### config.mk
export PLATFORM = sky130hd
export DESIGN_NAME = particle_cell_writer
export DESIGN_NICKNAME = d
export VERILOG_FILES = /design/src/rtl/md_pkg.sv /design/src/rtl/cell_counter_bank.sv /design/src/rtl/particle_cell_writer.sv
export SDC_FILE = /design/constraint.sdc
export NUM_CORES = 1
export LEC_CHECK = 0
export BUFFER_PORTS_ARGS = -buffer_cell sky130_fd_sc_hd__buf_2
export CAP_MARGIN = 20
export CORE_UTILIZATION = 47
export DETAILED_ROUTE_END_ITERATION = 8
export PLACE_DENSITY = 0.74
export SLEW_MARGIN = 20
export SYNTH_ARGS = -nofsm -noshare
export SYNTH_HDL_FRONTEND = slang
export SYNTH_SLANG_ARGS = --single-unit
### constraint.sdc
create_clock -name clk -period 5.2 [get_ports clk]
set_input_delay 0 -clock clk [delete_from_list [all_inputs] [get_ports clk]]
set_output_delay 0 -clock clk [all_outputs]
set_load 0.01 [all_outputs]
### src/rtl/md_pkg.sv
`default_nettype none
// +----------------------------------------------------------------------+
// | md_pkg                                                               |
// | Shared types and constants for the motion-update / cell-write path.  |
// | Revision: 1.0                                                        |
// +----------------------------------------------------------------------+
package md_pkg;

    localparam int FP_W          = 32;
    localparam int CELL_NULL_BIT = 32;
    localparam int POS_NULL_BIT  = 96;

    // MSB is the null flag; coordinates packed z:y:x from the top down.
    typedef struct packed {
        logic            null_flag;
        logic [FP_W-1:0] z;
        logic [FP_W-1:0] y;
        logic [FP_W-1:0] x;
    } pos_t;

    typedef enum logic [1:0] {
        ST_IDLE   = 2'd0,
        ST_CLEAR  = 2'd1,
        ST_RUN    = 2'd2,
        ST_COMMIT = 2'd3
    } state_t;

endpackage : md_pkg
`default_nettype wire

### src/rtl/cell_counter_bank.sv
`default_nettype none
// +----------------------------------------------------------------------+
// | cell_counter_bank                                                    |
// | Two banks of per-cell occupancy counters (0..DEPTH, saturating).     |
// | Revision: 1.0                                                        |
// +----------------------------------------------------------------------+
module cell_counter_bank #(
    parameter  int N_CELLS = 8,
    parameter  int DEPTH   = 16,
    localparam int CELL_W  = $clog2(N_CELLS),
    localparam int ADDR_W  = $clog2(DEPTH)
) (
    input  logic              clk,
    input  logic              rst,
    input  logic              clr_en,
    input  logic              clr_bank,
    input  logic              inc_en,
    input  logic              inc_bank,
    input  logic [CELL_W-1:0] inc_cell,
    input  logic              q_bank,
    input  logic [CELL_W-1:0] q_cell,
    output logic [ADDR_W:0]   q_count,
    input  logic              rd_bank,
    input  logic [CELL_W-1:0] rd_cell,
    output logic [ADDR_W:0]   rd_count
);

    localparam logic [ADDR_W:0] C_FULL = (ADDR_W+1)'(DEPTH);

    logic [ADDR_W:0] cnt_q [2][N_CELLS];
    logic [ADDR_W:0] cnt_d [2][N_CELLS];

    always_comb begin
        cnt_d = cnt_q;
        for (int b = 0; b < 2; b++) begin
            for (int c = 0; c < N_CELLS; c++) begin
                if (clr_en && (1'(b) == clr_bank)) begin
                    cnt_d[b][c] = '0;
                end else if (inc_en && (1'(b) == inc_bank) && (CELL_W'(c) == inc_cell)
                             && (cnt_q[b][c] != C_FULL)) begin
                    cnt_d[b][c] = cnt_q[b][c] + 1'b1;
                end
            end
        end
    end

    always_ff @(posedge clk) begin
        if (rst) begin
            for (int b = 0; b < 2; b++) begin
                for (int c = 0; c < N_CELLS; c++) begin
                    cnt_q[b][c] <= '0;
                end
            end
        end else begin
            cnt_q <= cnt_d;
        end
    end

    assign q_count  = cnt_q[q_bank][q_cell];
    assign rd_count = cnt_q[rd_bank][rd_cell];

endmodule : cell_counter_bank
`default_nettype wire

### src/rtl/particle_cell_writer.sv
`default_nettype none
// +----------------------------------------------------------------------+
// | particle_cell_writer                                                 |
// | Appends position records into per-cell slots of a double-buffered    |
// | memory and commits the filled bank at end of timestep.               |
// | Revision: 1.0                                                        |
// +----------------------------------------------------------------------+
module particle_cell_writer
    import md_pkg::*;
#(
    parameter  int N_CELLS = 8,
    parameter  int DEPTH   = 16,
    localparam int CELL_W  = $clog2(N_CELLS),
    localparam int ADDR_W  = $clog2(DEPTH)
) (
    input  logic              clk,
    input  logic              rst,
    input  logic              start,
    input  logic              in_valid,
    output logic              in_ready,
    input  logic [32:0]       in_cell,
    input  logic [96:0]       in_pos,
    input  logic              in_last,
    output logic              wr_en,
    output logic              wr_bank,
    output logic [CELL_W-1:0] wr_cell,
    output logic [ADDR_W-1:0] wr_addr,
    output logic [95:0]       wr_data,
    output logic              rd_bank,
    input  logic [CELL_W-1:0] rd_cell,
    output logic [ADDR_W:0]   rd_count,
    output logic              done,
    output logic              overflow,
    output logic              bad_cell
);

    localparam logic [ADDR_W:0] C_FULL = (ADDR_W+1)'(DEPTH);

    state_t            state_q, state_d;
    logic              wr_bank_q, wr_bank_d;
    logic              overflow_q, overflow_d;
    logic              bad_cell_q, bad_cell_d;
    logic              wr_en_q, wr_en_d;
    logic [CELL_W-1:0] wr_cell_q, wr_cell_d;
    logic [ADDR_W-1:0] wr_addr_q, wr_addr_d;
    logic [95:0]       wr_data_q, wr_data_d;

    logic              clr_en;
    logic              inc_en;
    logic [ADDR_W:0]   q_count;
    pos_t              pos;
    logic              rec_null;
    logic              cell_oob;

    assign pos      = pos_t'(in_pos);
    assign rec_null = in_cell[CELL_NULL_BIT] | pos.null_flag;
    assign cell_oob = (in_cell[31:0] >= 32'(N_CELLS));

    cell_counter_bank #(
        .N_CELLS (N_CELLS),
        .DEPTH   (DEPTH)
    ) u_counters (
        .clk      (clk),
        .rst      (rst),
        .clr_en   (clr_en),
        .clr_bank (wr_bank_q),
        .inc_en   (inc_en),
        .inc_bank (wr_bank_q),
        .inc_cell (in_cell[CELL_W-1:0]),
        .q_bank   (wr_bank_q),
        .q_cell   (in_cell[CELL_W-1:0]),
        .q_count  (q_count),
        .rd_bank  (~wr_bank_q),
        .rd_cell  (rd_cell),
        .rd_count (rd_count)
    );

    always_comb begin
        state_d    = state_q;
        wr_bank_d  = wr_bank_q;
        overflow_d = overflow_q;
        bad_cell_d = bad_cell_q;
        wr_en_d    = 1'b0;
        wr_cell_d  = wr_cell_q;
        wr_addr_d  = wr_addr_q;
        wr_data_d  = wr_data_q;
        clr_en     = 1'b0;
        inc_en     = 1'b0;

        case (state_q)
            ST_IDLE: begin
                if (start) begin
                    state_d    = ST_CLEAR;
                    overflow_d = 1'b0;
                    bad_cell_d = 1'b0;
                end
            end
            ST_CLEAR: begin
                clr_en  = 1'b1;
                state_d = ST_RUN;
            end
            ST_RUN: begin
                if (in_valid) begin
                    if (!rec_null) begin
                        if (cell_oob) begin
                            bad_cell_d = 1'b1;
                        end else if (q_count == C_FULL) begin
                            overflow_d = 1'b1;
                        end else begin
                            wr_en_d   = 1'b1;
                            wr_cell_d = in_cell[CELL_W-1:0];
                            wr_addr_d = q_count[ADDR_W-1:0];
                            wr_data_d = {pos.z, pos.y, pos.x};
                            inc_en    = 1'b1;
                        end
                    end
                    // A dropped or null record still ends the timestep.
                    if (in_last) begin
                        state_d = ST_COMMIT;
                    end
                end
            end
            ST_COMMIT: begin
                wr_bank_d = ~wr_bank_q;
                state_d   = ST_IDLE;
            end
            default: begin
                state_d = ST_IDLE;
            end
        endcase
    end

    always_ff @(posedge clk) begin
        if (rst) begin
            state_q    <= ST_IDLE;
            wr_bank_q  <= 1'b0;
            overflow_q <= 1'b0;
            bad_cell_q <= 1'b0;
            wr_en_q    <= 1'b0;
            wr_cell_q  <= '0;
            wr_addr_q  <= '0;
            wr_data_q  <= '0;
        end else begin
            state_q    <= state_d;
            wr_bank_q  <= wr_bank_d;
            overflow_q <= overflow_d;
            bad_cell_q <= bad_cell_d;
            wr_en_q    <= wr_en_d;
            wr_cell_q  <= wr_cell_d;
            wr_addr_q  <= wr_addr_d;
            wr_data_q  <= wr_data_d;
        end
    end

    assign in_ready = (state_q == ST_RUN);
    assign done     = (state_q == ST_COMMIT);
    assign wr_en    = wr_en_q;
    assign wr_bank  = wr_bank_q;
    assign rd_bank  = ~wr_bank_q;
    assign wr_cell  = wr_cell_q;
    assign wr_addr  = wr_addr_q;
    assign wr_data  = wr_data_q;
    assign overflow = overflow_q;
    assign bad_cell = bad_cell_q;

endmodule : particle_cell_writer
`default_nettype wire

==> results.tsv <==
metric	value	unit
via-per-instance ratio	5.79	
Achievable Freq	251	MHz
synthesis-stage register bit count	189	
Post-CTS Hold Fix Bufs	100	
DRC viols	0	
critical path capture point type	register	
reg2reg path depth	10	
RSZ-0062 raised after global routing	no	
Antenna Nets Post-Route	0	
Vert. Die Dim	146	um
Slew HR	0.263	
Startpoint Class	register	
Max clock buf depth	2	
WHS	0.0278	ns
Final Cycle Share	0.765	
Slew @ Worst Pin	1.10	ns
clock root buffer master	clkbuf_16	
Iter 0 DRT Violations	1071	
Critical Path Fanout Max	73	
WL/cell	18.3	um
vias in the first global route	9766	
LEAKAGE	0.00507	uW
fin crit period	3.98	ns
worst path arrival time	4.33	ns
Reg clk slew, reported paths	0.08	ns
DP Area	11000	um^2
clk sinks	189	
Crit-path slowest cell	dfxtp_2	
Critical R2R Launch	wr_bank	
All-Layer GR Usage	0.299	
clock buffer count from CTS	17	
gpl congestion	0.933	
outcome	completed	
CTS tree	yes	
row cnt	52	
peak supply drop	0.000255	V
YS warnings	0	
hold endpoint	wr_cell[0]	
largest net degree at the start of global routing	74	
die width	146	um
Main synth FF type	dfxtp_1	
PD cells	260	nW/um^2
synth-to-layout area growth	30.6	%
drt pass-1 iters	5	
Antenna Cells	0	
R2R Setup Slk	1.22	ns
TNS Setup	0	ns
finished layout cell area	12700	um^2
Cell Area, Synth	9690	um^2
CTS H-tree lvls	4	
I/O pins	253	
Hold Path Cell Cnt	3	
syn nets	1320	
most frequent cells in the layout	nand2_1 (281), buf_2 (251), dfxtp_1 (188)	
first-pass GRT wire length	50300	um
crit path kind	reg2reg	
final WL	31700	um
HP Start	in_cell[0]	
r2r endpoint	wr_data[54]	
initial core utilization	0.479	
full die area	21200	um^2
cells along the critical path	buf_4 > mux4_2 > a22oi_1 > nand3_2 > a211oi_4 > buf_4 > a21o_4 > buf_12 > nand2_1 > a21oi_1	
post-CTS setup buffer count	0	
share of post-route cells with drive strength above 1	0.237	
Clock Latency Late Sink	0.45	ns
Vias	10030	
largest stage delay on the critical path	0.96	ns
syn_area_per_cell	8.46	um^2
count of final hold-check violations	0	
maximum capacitance violations	0	
max-slew violation count	0	
final net count	1624	
sequential area share after synthesis	0.391	
initial antenna violation count	0	
Hold Path Class	in2reg	
gr ovfl total	0	
Post-synth EDFFs	0	
Synth Instances	1145	
CP required	5.56	ns
ys async rst share	0	
Worst path most repeated cell	buf_4	
core area	20200	um^2
hpwl dp	20500	um
commonest non-fill, non-tap cell in the layout	nand2_1	
setup violators final	0	
PostCTS Resize Cnt	0	
PortBufs	252	
post-synth cell types	50	
Clock Skew	0.0174	ns
## layer usage
layer	wire length [um]	global-route usage
met1	12000	0.355
met2	15200	0.499
met3	2720	0.0621
met4	1780	0.179
met5	0	0
## sequential cells by signal, summed over array words and instances, names as in the netlist
signal	cells
wr_en	1
overflow	1
wr_addr	4
state_q	2
wr_bank	1
wr_data	96
wr_cell	3
bad_cell	1
u_counters.cnt_q	80
## per-stage QoR
stage | util | total power, uW | setup WS (ns) | instances
2_1_floorplan | - | 1770 | 2.70 | 1145
3_3_place_gp | 0.545 | 1910 | 1.50 | 1600
3_5_place_dp | 0.545 | 1910 | 1.37 | 1600
4_1_cts | 0.625 | 3290 | 1.36 | 1732
5_1_grt | 0.625 | 3400 | 1.00 | 1732
6_report | 0.625 | 3290 | 1.22 | 1732
## cell type report
class	instances	area, um^2
inverters	36	135
clock buffers	17	425
flip-flops and latches	189	3780
multi-input cells	837	5350
well taps	270	338
repair buffers	368	2420
clock inverters	15	194
fillers	1606	7580
## power by group
group / switching, uW / internal [uW]
combinational: 269 / 195
sequential: 32.0 / 1460
clock: 678 / 655
## cells in the mapped netlist (5+ instances only)
library cell / number / area [um^2]
nand2b_1: 5 / 31.3
o21ai_1: 6 / 30.0
inv_1: 36 / 135
nor4_1: 8 / 50.1
nor3_1: 11 / 55.1
nor2b_1: 6 / 37.5
a211oi_1: 8 / 60.1
nor4bb_1: 10 / 100
buf_2: 10 / 50.1
buf_6: 13 / 146
nand3_1: 15 / 75.1
ha_1: 37 / 463
o31ai_1: 8 / 60.1
xnor2_1: 14 / 123
nor2_1: 44 / 165
nand4_1: 46 / 288
nand2_1: 281 / 1050
and3_1: 8 / 50.1
or3_1: 31 / 194
and2_1: 5 / 31.3
a21oi_1: 146 / 731
o21ai_0: 25 / 125
dfxtp_1: 189 / 3780
a22oi_1: 5 / 37.5
clkbuf_1: 52 / 195
a2111oi_0: 8 / 70.1
mux2i_1: 38 / 380
mux4_2: 37 / 833
## kinds of logic after synthesis
family,after synthesis,synth area share
AO/OA/AOI/OAI,231,0.137
adder cells (fa/ha/maj),37,0.0478
AND/OR/NAND/NOR,480,0.228
XOR/XNOR,14,0.0127
multiplexers,75,0.125
flip-flops,189,0.391
buffers and inverters,119,0.0590
## worst max-delay path by stage
stage / from / to / slack (ns) / cells after the start
finish: wr_bank / wr_data[54] / 1.22 / 10
global placement: wr_bank / u_counters.cnt_q[62] / 1.50 / 10
global route: wr_bank / wr_data[68] / 1.00 / 10
CTS: wr_bank / u_counters.cnt_q[65] / 1.36 / 10
floorplan: wr_bank / u_counters.cnt_q[9] / 2.70 / 11
detailed placement: wr_bank / u_counters.cnt_q[65] / 1.37 / 10
## critical path, delay by kind of cell, from the launching register on
family / cells / cell delay, ns
AND/OR/NAND/NOR: 2 / 0.25
multiplexers: 1 / 0.35
buffers and inverters: 3 / 0.98
AO/OA/AOI/OAI: 4 / 1.30
flip-flops: 1 / 0.96
No activity file was read; power rests on OpenSTA's default activity.
